## src/rtl/std_io_shift_pkg.sv

```systemverilog
// Shared types and helpers for the bit-serial bidirectional shifter.
package std_io_shift_pkg;

    typedef enum logic [2:0] {
        ST_IDLE,
        ST_TX,
        ST_TURN,
        ST_RX,
        ST_DONE
    } std_io_shift_state_t;

    // Limit a requested bit count to the width of the data word.
    function automatic int clamp_len(input int len, input int max_len);
        return (len > max_len) ? max_len : len;
    endfunction

endpackage

```

## src/rtl/std_io_bit_timer.sv

```systemverilog
// Bit timer: phase counter 0..CLKS_PER_BIT-1 plus a bit counter that advances
// on each phase wrap. A restart pulse zeroes both counters.
module std_io_bit_timer #(
    parameter int CLKS_PER_BIT = 8,
    parameter int PH_W         = 3,
    parameter int BIT_W        = 5
) (
    input  logic             clk,
    input  logic             clrn,
    input  logic             restart,
    output logic [PH_W-1:0]  phase,
    output logic [BIT_W-1:0] bit_cnt,
    output logic             wrap,
    output logic             mid
);

    logic [PH_W-1:0]  phase_q, phase_d;
    logic [BIT_W-1:0] bit_q, bit_d;

    assign wrap    = (phase_q == PH_W'(CLKS_PER_BIT - 1));
    assign mid     = (phase_q == PH_W'(CLKS_PER_BIT / 2));
    assign phase   = phase_q;
    assign bit_cnt = bit_q;

    // Next phase/bit values: restart wins, otherwise count and wrap.
    always_comb begin
        phase_d = phase_q + PH_W'(1);
        bit_d   = bit_q;
        if (restart) begin
            phase_d = '0;
            bit_d   = '0;
        end else if (wrap) begin
            phase_d = '0;
            bit_d   = bit_q + BIT_W'(1);
        end
    end

    // Counter registers.
    always_ff @(posedge clk or negedge clrn) begin
        if (!clrn) begin
            phase_q <= '0;
            bit_q   <= '0;
        end else begin
            phase_q <= phase_d;
            bit_q   <= bit_d;
        end
    end

endmodule

```

## src/rtl/std_io_bidir_shifter.sv

```systemverilog
// Half-duplex single-wire transceiver: send a word MSB-first, release the
// bus for a turnaround, then receive a word. Drives a registered tri-state
// pad cell (ena/drv/data) and samples the pad readback.
// Optional macro STD_IO_BIDIR_SHIFTER_SYNC_EN adds a 2-flop synchronizer on io_in.
module std_io_bidir_shifter
    import std_io_shift_pkg::*;
#(
    parameter int DATA_W       = 16,
    parameter int LEN_W        = $clog2(DATA_W + 1),
    parameter int CLKS_PER_BIT = 8,
    parameter int TURN_BITS    = 1
) (
    input  logic              clk,
    input  logic              clrn,
    input  logic              start,
    input  logic [LEN_W-1:0]  tx_len,
    input  logic [DATA_W-1:0] tx_word,
    input  logic [LEN_W-1:0]  rx_len,
    output logic              busy,
    output logic              done,
    output logic [DATA_W-1:0] rx_word,
    output logic              io_ena,
    output logic              io_drv,
    output logic              io_data,
    input  logic              io_in
);

    localparam int PH_W  = $clog2(CLKS_PER_BIT);
    localparam int TB_W  = $clog2(TURN_BITS + 1);
    localparam int BIT_W = (TB_W > LEN_W) ? TB_W : LEN_W;
    localparam int IDX_W = (DATA_W > 1) ? $clog2(DATA_W) : 1;

    generate
        if (CLKS_PER_BIT < 4 || (CLKS_PER_BIT % 2) != 0) begin : g_bad_cpb
            $error("CLKS_PER_BIT must be >= 4 and even");
        end
        if (TURN_BITS < 1) begin : g_bad_turn
            $error("TURN_BITS must be >= 1");
        end
    endgenerate

    std_io_shift_state_t state_q, state_d;
    logic [LEN_W-1:0]    tx_len_q, tx_len_d, rx_len_q, rx_len_d;
    logic [LEN_W-1:0]    tx_len_c, rx_len_c;
    logic [DATA_W-1:0]   tx_word_q, tx_word_d, rx_shift_q, rx_shift_d;
    logic [DATA_W-1:0]   rx_word_q, rx_word_d;
    logic                busy_q, busy_d, done_q, done_d;
    logic                io_ena_q, io_ena_d, io_drv_q, io_drv_d, io_data_q, io_data_d;
    logic                restart, wrap, mid, io_s;
    logic [PH_W-1:0]     phase;
    logic [BIT_W-1:0]    bit_cnt;
    int                  tx_idx;

`ifdef STD_IO_BIDIR_SHIFTER_SYNC_EN
    generate
        if (CLKS_PER_BIT < 6) begin : g_bad_sync_cpb
            $error("CLKS_PER_BIT must be >= 6 with the input synchronizer");
        end
    endgenerate

    logic sync1_q, sync1_d, sync2_q, sync2_d;

    // Two-stage synchronizer path for the asynchronous pad readback.
    always_comb begin
        sync1_d = io_in;
        sync2_d = sync1_q;
    end

    // Synchronizer flops.
    always_ff @(posedge clk or negedge clrn) begin
        if (!clrn) begin
            sync1_q <= 1'b0;
            sync2_q <= 1'b0;
        end else begin
            sync1_q <= sync1_d;
            sync2_q <= sync2_d;
        end
    end

    assign io_s = sync2_q;
`else
    assign io_s = io_in;
`endif

    assign tx_len_c = LEN_W'(clamp_len(int'(tx_len), DATA_W));
    assign rx_len_c = LEN_W'(clamp_len(int'(rx_len), DATA_W));
    assign restart  = (state_d != state_q);

    std_io_bit_timer #(
        .CLKS_PER_BIT(CLKS_PER_BIT),
        .PH_W        (PH_W),
        .BIT_W       (BIT_W)
    ) u_timer (
        .clk    (clk),
        .clrn   (clrn),
        .restart(restart),
        .phase  (phase),
        .bit_cnt(bit_cnt),
        .wrap   (wrap),
        .mid    (mid)
    );

    // Transaction sequencing, request latching and receive shifting.
    always_comb begin
        state_d    = state_q;
        tx_len_d   = tx_len_q;
        rx_len_d   = rx_len_q;
        tx_word_d  = tx_word_q;
        rx_shift_d = rx_shift_q;
        case (state_q)
            ST_IDLE: begin
                if (start) begin
                    tx_len_d   = tx_len_c;
                    rx_len_d   = rx_len_c;
                    tx_word_d  = tx_word;
                    rx_shift_d = '0;
                    state_d    = (tx_len_c != '0) ? ST_TX : ST_TURN;
                end
            end
            ST_TX: begin
                if (wrap && int'(bit_cnt) == int'(tx_len_q) - 1) state_d = ST_TURN;
            end
            ST_TURN: begin
                if (wrap && int'(bit_cnt) == TURN_BITS - 1)
                    state_d = (rx_len_q != '0) ? ST_RX : ST_DONE;
            end
            ST_RX: begin
                if (mid) rx_shift_d = {rx_shift_q[DATA_W-2:0], io_s};
                if (wrap && int'(bit_cnt) == int'(rx_len_q) - 1) state_d = ST_DONE;
            end
            ST_DONE: state_d = ST_IDLE;
            default: state_d = ST_IDLE;
        endcase
    end

    // Registered outputs are computed from the state/phase of the next cycle,
    // so a drive pulse lands exactly on phase 0 of each bit.
    always_comb begin
        io_ena_d  = 1'b0;
        io_drv_d  = 1'b0;
        io_data_d = 1'b0;
        rx_word_d = rx_word_q;
        busy_d    = (state_d == ST_TX) || (state_d == ST_TURN) || (state_d == ST_RX);
        done_d    = (state_d == ST_DONE);
        tx_idx    = int'(tx_len_d) - 1 - (restart ? 0 : int'(bit_cnt) + 1);
        if (state_d == ST_TX && (restart || wrap)) begin
            io_ena_d  = 1'b1;
            io_drv_d  = 1'b1;
            io_data_d = tx_word_d[IDX_W'(tx_idx)];
        end
        if (state_d == ST_TURN && restart) io_ena_d = 1'b1;
        if (state_d == ST_DONE) rx_word_d = (rx_len_q == '0) ? '0 : rx_shift_q;
    end

    // Control and output registers.
    always_ff @(posedge clk or negedge clrn) begin
        if (!clrn) begin
            state_q   <= ST_IDLE;
            tx_len_q  <= '0;
            rx_len_q  <= '0;
            rx_word_q <= '0;
            busy_q    <= 1'b0;
            done_q    <= 1'b0;
            io_ena_q  <= 1'b0;
            io_drv_q  <= 1'b0;
            io_data_q <= 1'b0;
        end else begin
            state_q   <= state_d;
            tx_len_q  <= tx_len_d;
            rx_len_q  <= rx_len_d;
            rx_word_q <= rx_word_d;
            busy_q    <= busy_d;
            done_q    <= done_d;
            io_ena_q  <= io_ena_d;
            io_drv_q  <= io_drv_d;
            io_data_q <= io_data_d;
        end
    end

    // Data registers; cleared on accept, so no reset needed.
    always_ff @(posedge clk) begin
        tx_word_q  <= tx_word_d;
        rx_shift_q <= rx_shift_d;
    end

    assign busy    = busy_q;
    assign done    = done_q;
    assign rx_word = rx_word_q;
    assign io_ena  = io_ena_q;
    assign io_drv  = io_drv_q;
    assign io_data = io_data_q;

endmodule

```

## config.mk

```make
export PLATFORM = sky130hd
export DESIGN_NAME = std_io_bidir_shifter
export DESIGN_NICKNAME = d
export VERILOG_FILES = /design/src/rtl/std_io_shift_pkg.sv /design/src/rtl/std_io_bit_timer.sv /design/src/rtl/std_io_bidir_shifter.sv
export SDC_FILE = /design/constraint.sdc
export NUM_CORES = 1
export LEC_CHECK = 0
export CAP_MARGIN = 30
export CORE_MARGIN = 8
export CORE_UTILIZATION = 41
export CTS_CLUSTER_DIAMETER = 200
export DETAILED_ROUTE_END_ITERATION = 8
export PLACE_DENSITY_LB_ADDON = 0.25
export SLEW_MARGIN = 20
export SYNTH_ARGS = -nofsm -noshare
export SYNTH_HDL_FRONTEND = slang
export SYNTH_SLANG_ARGS = --single-unit
```

## constraint.sdc

```tcl
create_clock -name clk -period 13.9 [get_ports clk]
set_input_delay 2.085 -clock clk [delete_from_list [all_inputs] [get_ports clk]]
set_output_delay 2.085 -clock clk [all_outputs]
set_load 0.01 [all_outputs]
```

==> results.cfg <==
[clocking]
htree_num_levels = 3
cts.hold.buffers_added = 0
cts_tree = yes
clkTransAtPathRegs_ns = 0.07
clockBufferDepth = 2
clock-root-buffer = clkbuf_8
worstSkewPairLatency_ns = 0.35
cts_setup_buffers = 0
cts_resized = 0
cts_inserted_buffers = 9
clkSinkCount = 74

[worst_setup_path]
crit_arrival_ns = 6.63
critPathMaxStageDelay_ns = 0.60
crit_required_ns = 14.14
crit_slowest_cell = xor2_1
path_max_fanout = 8
timing.critical_path.cells = clkdlybuf4s50_1 > nor4_1 > a21oi_1 > a211oi_1 > a21o_1 > a21oi_1 > or2_1 > nand3_1 > ha_1 > inv_1 > fa_1 > xor2_1 > mux2_2 > mux4_2 > o211ai_1 > nor2_1 > mux2i_1 > nand2_1
start_kind = input pin
crit_path_end_kind = flip-flop
worst_path_most_repeated_cell = a21oi_1
path_class = in -> reg

[yosys]
synth_compound_area_share_pct = 7.587
yosys.area_share.simple_pct = 20.23
synthArstFlopShare_pct = 56.76
synth_warnings = 0
synth_cell_types = 50
synth_edf_count = 16
synth_top_family_by_area = simple AND/OR/NAND/NOR gates
ys_ff_latch = 74
synth_xor_area_share_pct = 4.238
synth.mux.area_fraction_pct = 9.877
synth_area_mm2 = 0.003661
synth.avg_cell_area_um2 = 10.52
synthAdderAreaFrac_pct = 3.964
syn_inst = 348
synth_nets = 389
synth-main-ff-cell = dfrtp_1
ys_seq_area_share_pct = 50.58

[finish]
final_cells = 509
fin_nets = 437
antenna_cells = 0
final_common_cell = nand2_1
drive_above_1_share_pct = 13.47
area_growth_syn_to_layout_pct = 22.66
multi_input_comb_area_mm2 = 0.001684
seqCellArea_mm2 = 0.001852
design_area_mm2 = 0.004491
n_fill_cell = 797
layout_common_cells = nand2_1, clkdlybuf4s50_1, dfrtp_1

[routing]
dr.first_iter.drc_count = 71
wl_um = 7416
wl_per_cell_um = 14.57
drtPass1Iterations = 5
viasPerCell = 5.118
vias = 2605
drtAntennaViolNets = 0
drc = 0

[grt]
antenna_found_initial = 0
grt_max_degree = 28
grt.total_usage_pct = 12.74
grt_pass1_vias = 2743
grt_pass1_wl_um = 13130
grt_overflow = 0

[sta]
whs_ns = 0.4647
period_needed_ns = 6.390
fin_worst_skew_ns = 0.01311
rsz0062_at_grt = false
worstMarginPinSlew_ns = 0.7130
slew_viol_final = 0
tns_ns = 0
fmax_mhz = 156.5
hold_viol = 0
setup_viol = 0
finalWorstSetupSlack_ns = 7.510
finalCritPeriodShare_pct = 45.97
relSlewSlack_pct = 52.31

[floorplanning]
die_w_um = 110.5
die_area_mm2 = 0.01221
start_util_pct = 42.19
ios = 51
die_h_um = 110.5
core_area_mm2 = 0.008678
rows = 34

[worst_hold_path]
hold_path.class = reg -> reg

[pwr]
p_seq_share_pct = 38.6
pwr-share-clk_pct = 22.3
leakage_nw = 1.928
swShare_pct = 33.78
power.switching_mw = 0.2777
vdd_drop_max_v = 0.0001109
p_int_mw = 0.5445
p_per_area_mw_per_mm2 = 183.1
p_comb_share_pct = 39.1

[status]
status = finished clean

[place]
gp_congestion = 0.8383
dp_cells = 492
placed_area_mm2 = 0.004265
port_buffers = 50
place_hpwl_um = 5555
dp_slack_ns = 7.147

[flow_run]
cap_viol_max_count = 0
-- state kept, by name (all words and copies together) (netlist names) --
register,flops
io_drv,1
state_q,3
u_timer.phase,3
done,1
u_timer.bit_cnt,5
io_data,1
rx_word,16
tx_len_q,5
rx_shift_q,16
rx_len_q,5
io_ena,1
tx_word_q,16
busy,1
-- cell usage after synthesis (4+ instances only) --
library cell	number	area share, %
inv_1	16	1.6
nand3_1	12	1.6
nand2b_1	6	1.0
a21oi_1	10	1.4
nor3_1	4	0.55
nand3b_1	8	1.6
and2_1	17	2.9
xor2_1	10	2.4
xnor2_1	5	1.2
nor2_1	15	1.5
edfxtp_1	16	13
clkbuf_1	13	1.3
o21ai_0	19	2.6
nand2_1	55	5.6
dfrtp_1	42	29
ha_1	10	3.4
mux2_2	23	7.1
dfxtp_1	16	8.7
-- critical path, delay by kind of cell --
kind                       cells  cell delay (ns)
muxes                          3             1.04
adders and majority gates      2             0.53
buffers and inverters          2             0.47
and+or+nand+nor                5             1.03
xor gates and xnor gates       1             0.60
AOI/OAI and AO/OA              5             0.87
-- stage by stage --
step                      total power, mW  util [%]
after floorplan                    0.5617         -
after global placement             0.6334     48.79
after detailed placement           0.6433     49.15
after CTS                          0.8311     51.66
after global routing               0.8841     51.74
final                              0.8222     51.74
-- cells by family after synthesis --
group,Yosys count
simple gates,138
flops,74
compound gates,46
buf+inv,33
mux,30
xor+xnor,16
fa+ha+maj,11
-- final cells by class --
class | count | share of cell area [%]
Sequential cell | 74 | 41.24
Multi-Input combinational cell | 241 | 37.50
Timing Repair Buffer | 54 | 12.06
Tap cell | 108 | 3.009
Clock buffer | 10 | 2.842
Clock inverter | 6 | 2.006
Inverter | 16 | 1.337
-- final timing paths --
path / start / endpoint / slack [ns] / cells after the start
setup / recovery: tx_len[1] / io_data$_DFF_PN0_ / 7.51 / 18
setup reg to reg: rx_len_q[0]$_DFFE_PN0P_ / io_data$_DFF_PN0_ / 8.70 / 18
max in group asynchronous: clrn / u_timer.bit_cnt[0]$_DFFE_PN0N_ / 11.75 / 2
hold / removal: tx_word_q[14]$_DFF_P_ / tx_word_q[14]$_DFF_P_ / 0.46 / 1
min in group asynchronous: clrn / rx_word[4]$_DFFE_PN0P_ / 1.66 / 1
hold reg to reg: tx_word_q[14]$_DFF_P_ / tx_word_q[14]$_DFF_P_ / 0.46 / 1
-- power groups by stage --
stage | Clock (mW) | Sequential [mW] | Combinational [mW]
2_1_floorplan | 0 | 0.311 | 0.251
3_3_place_gp | 0 | 0.320 | 0.314
5_1_grt | 0.195 | 0.326 | 0.363
6_report | 0.183 | 0.317 | 0.321
4_1_cts | 0.189 | 0.318 | 0.324
3_5_place_dp | 0 | 0.322 | 0.321
-- layer usage --
metal	vias up	GRT usage [%]	routed length (µm)	part of all wire [%]
li1	1294	-	-	-
met1	1233	15.74	3451	47
met2	69	20.43	3478	47
met3	9	3.896	395	5.3
met4	0	4.595	90	1.2
met5	-	0	0	0
No activity file was read; power rests on OpenSTA's default activity.
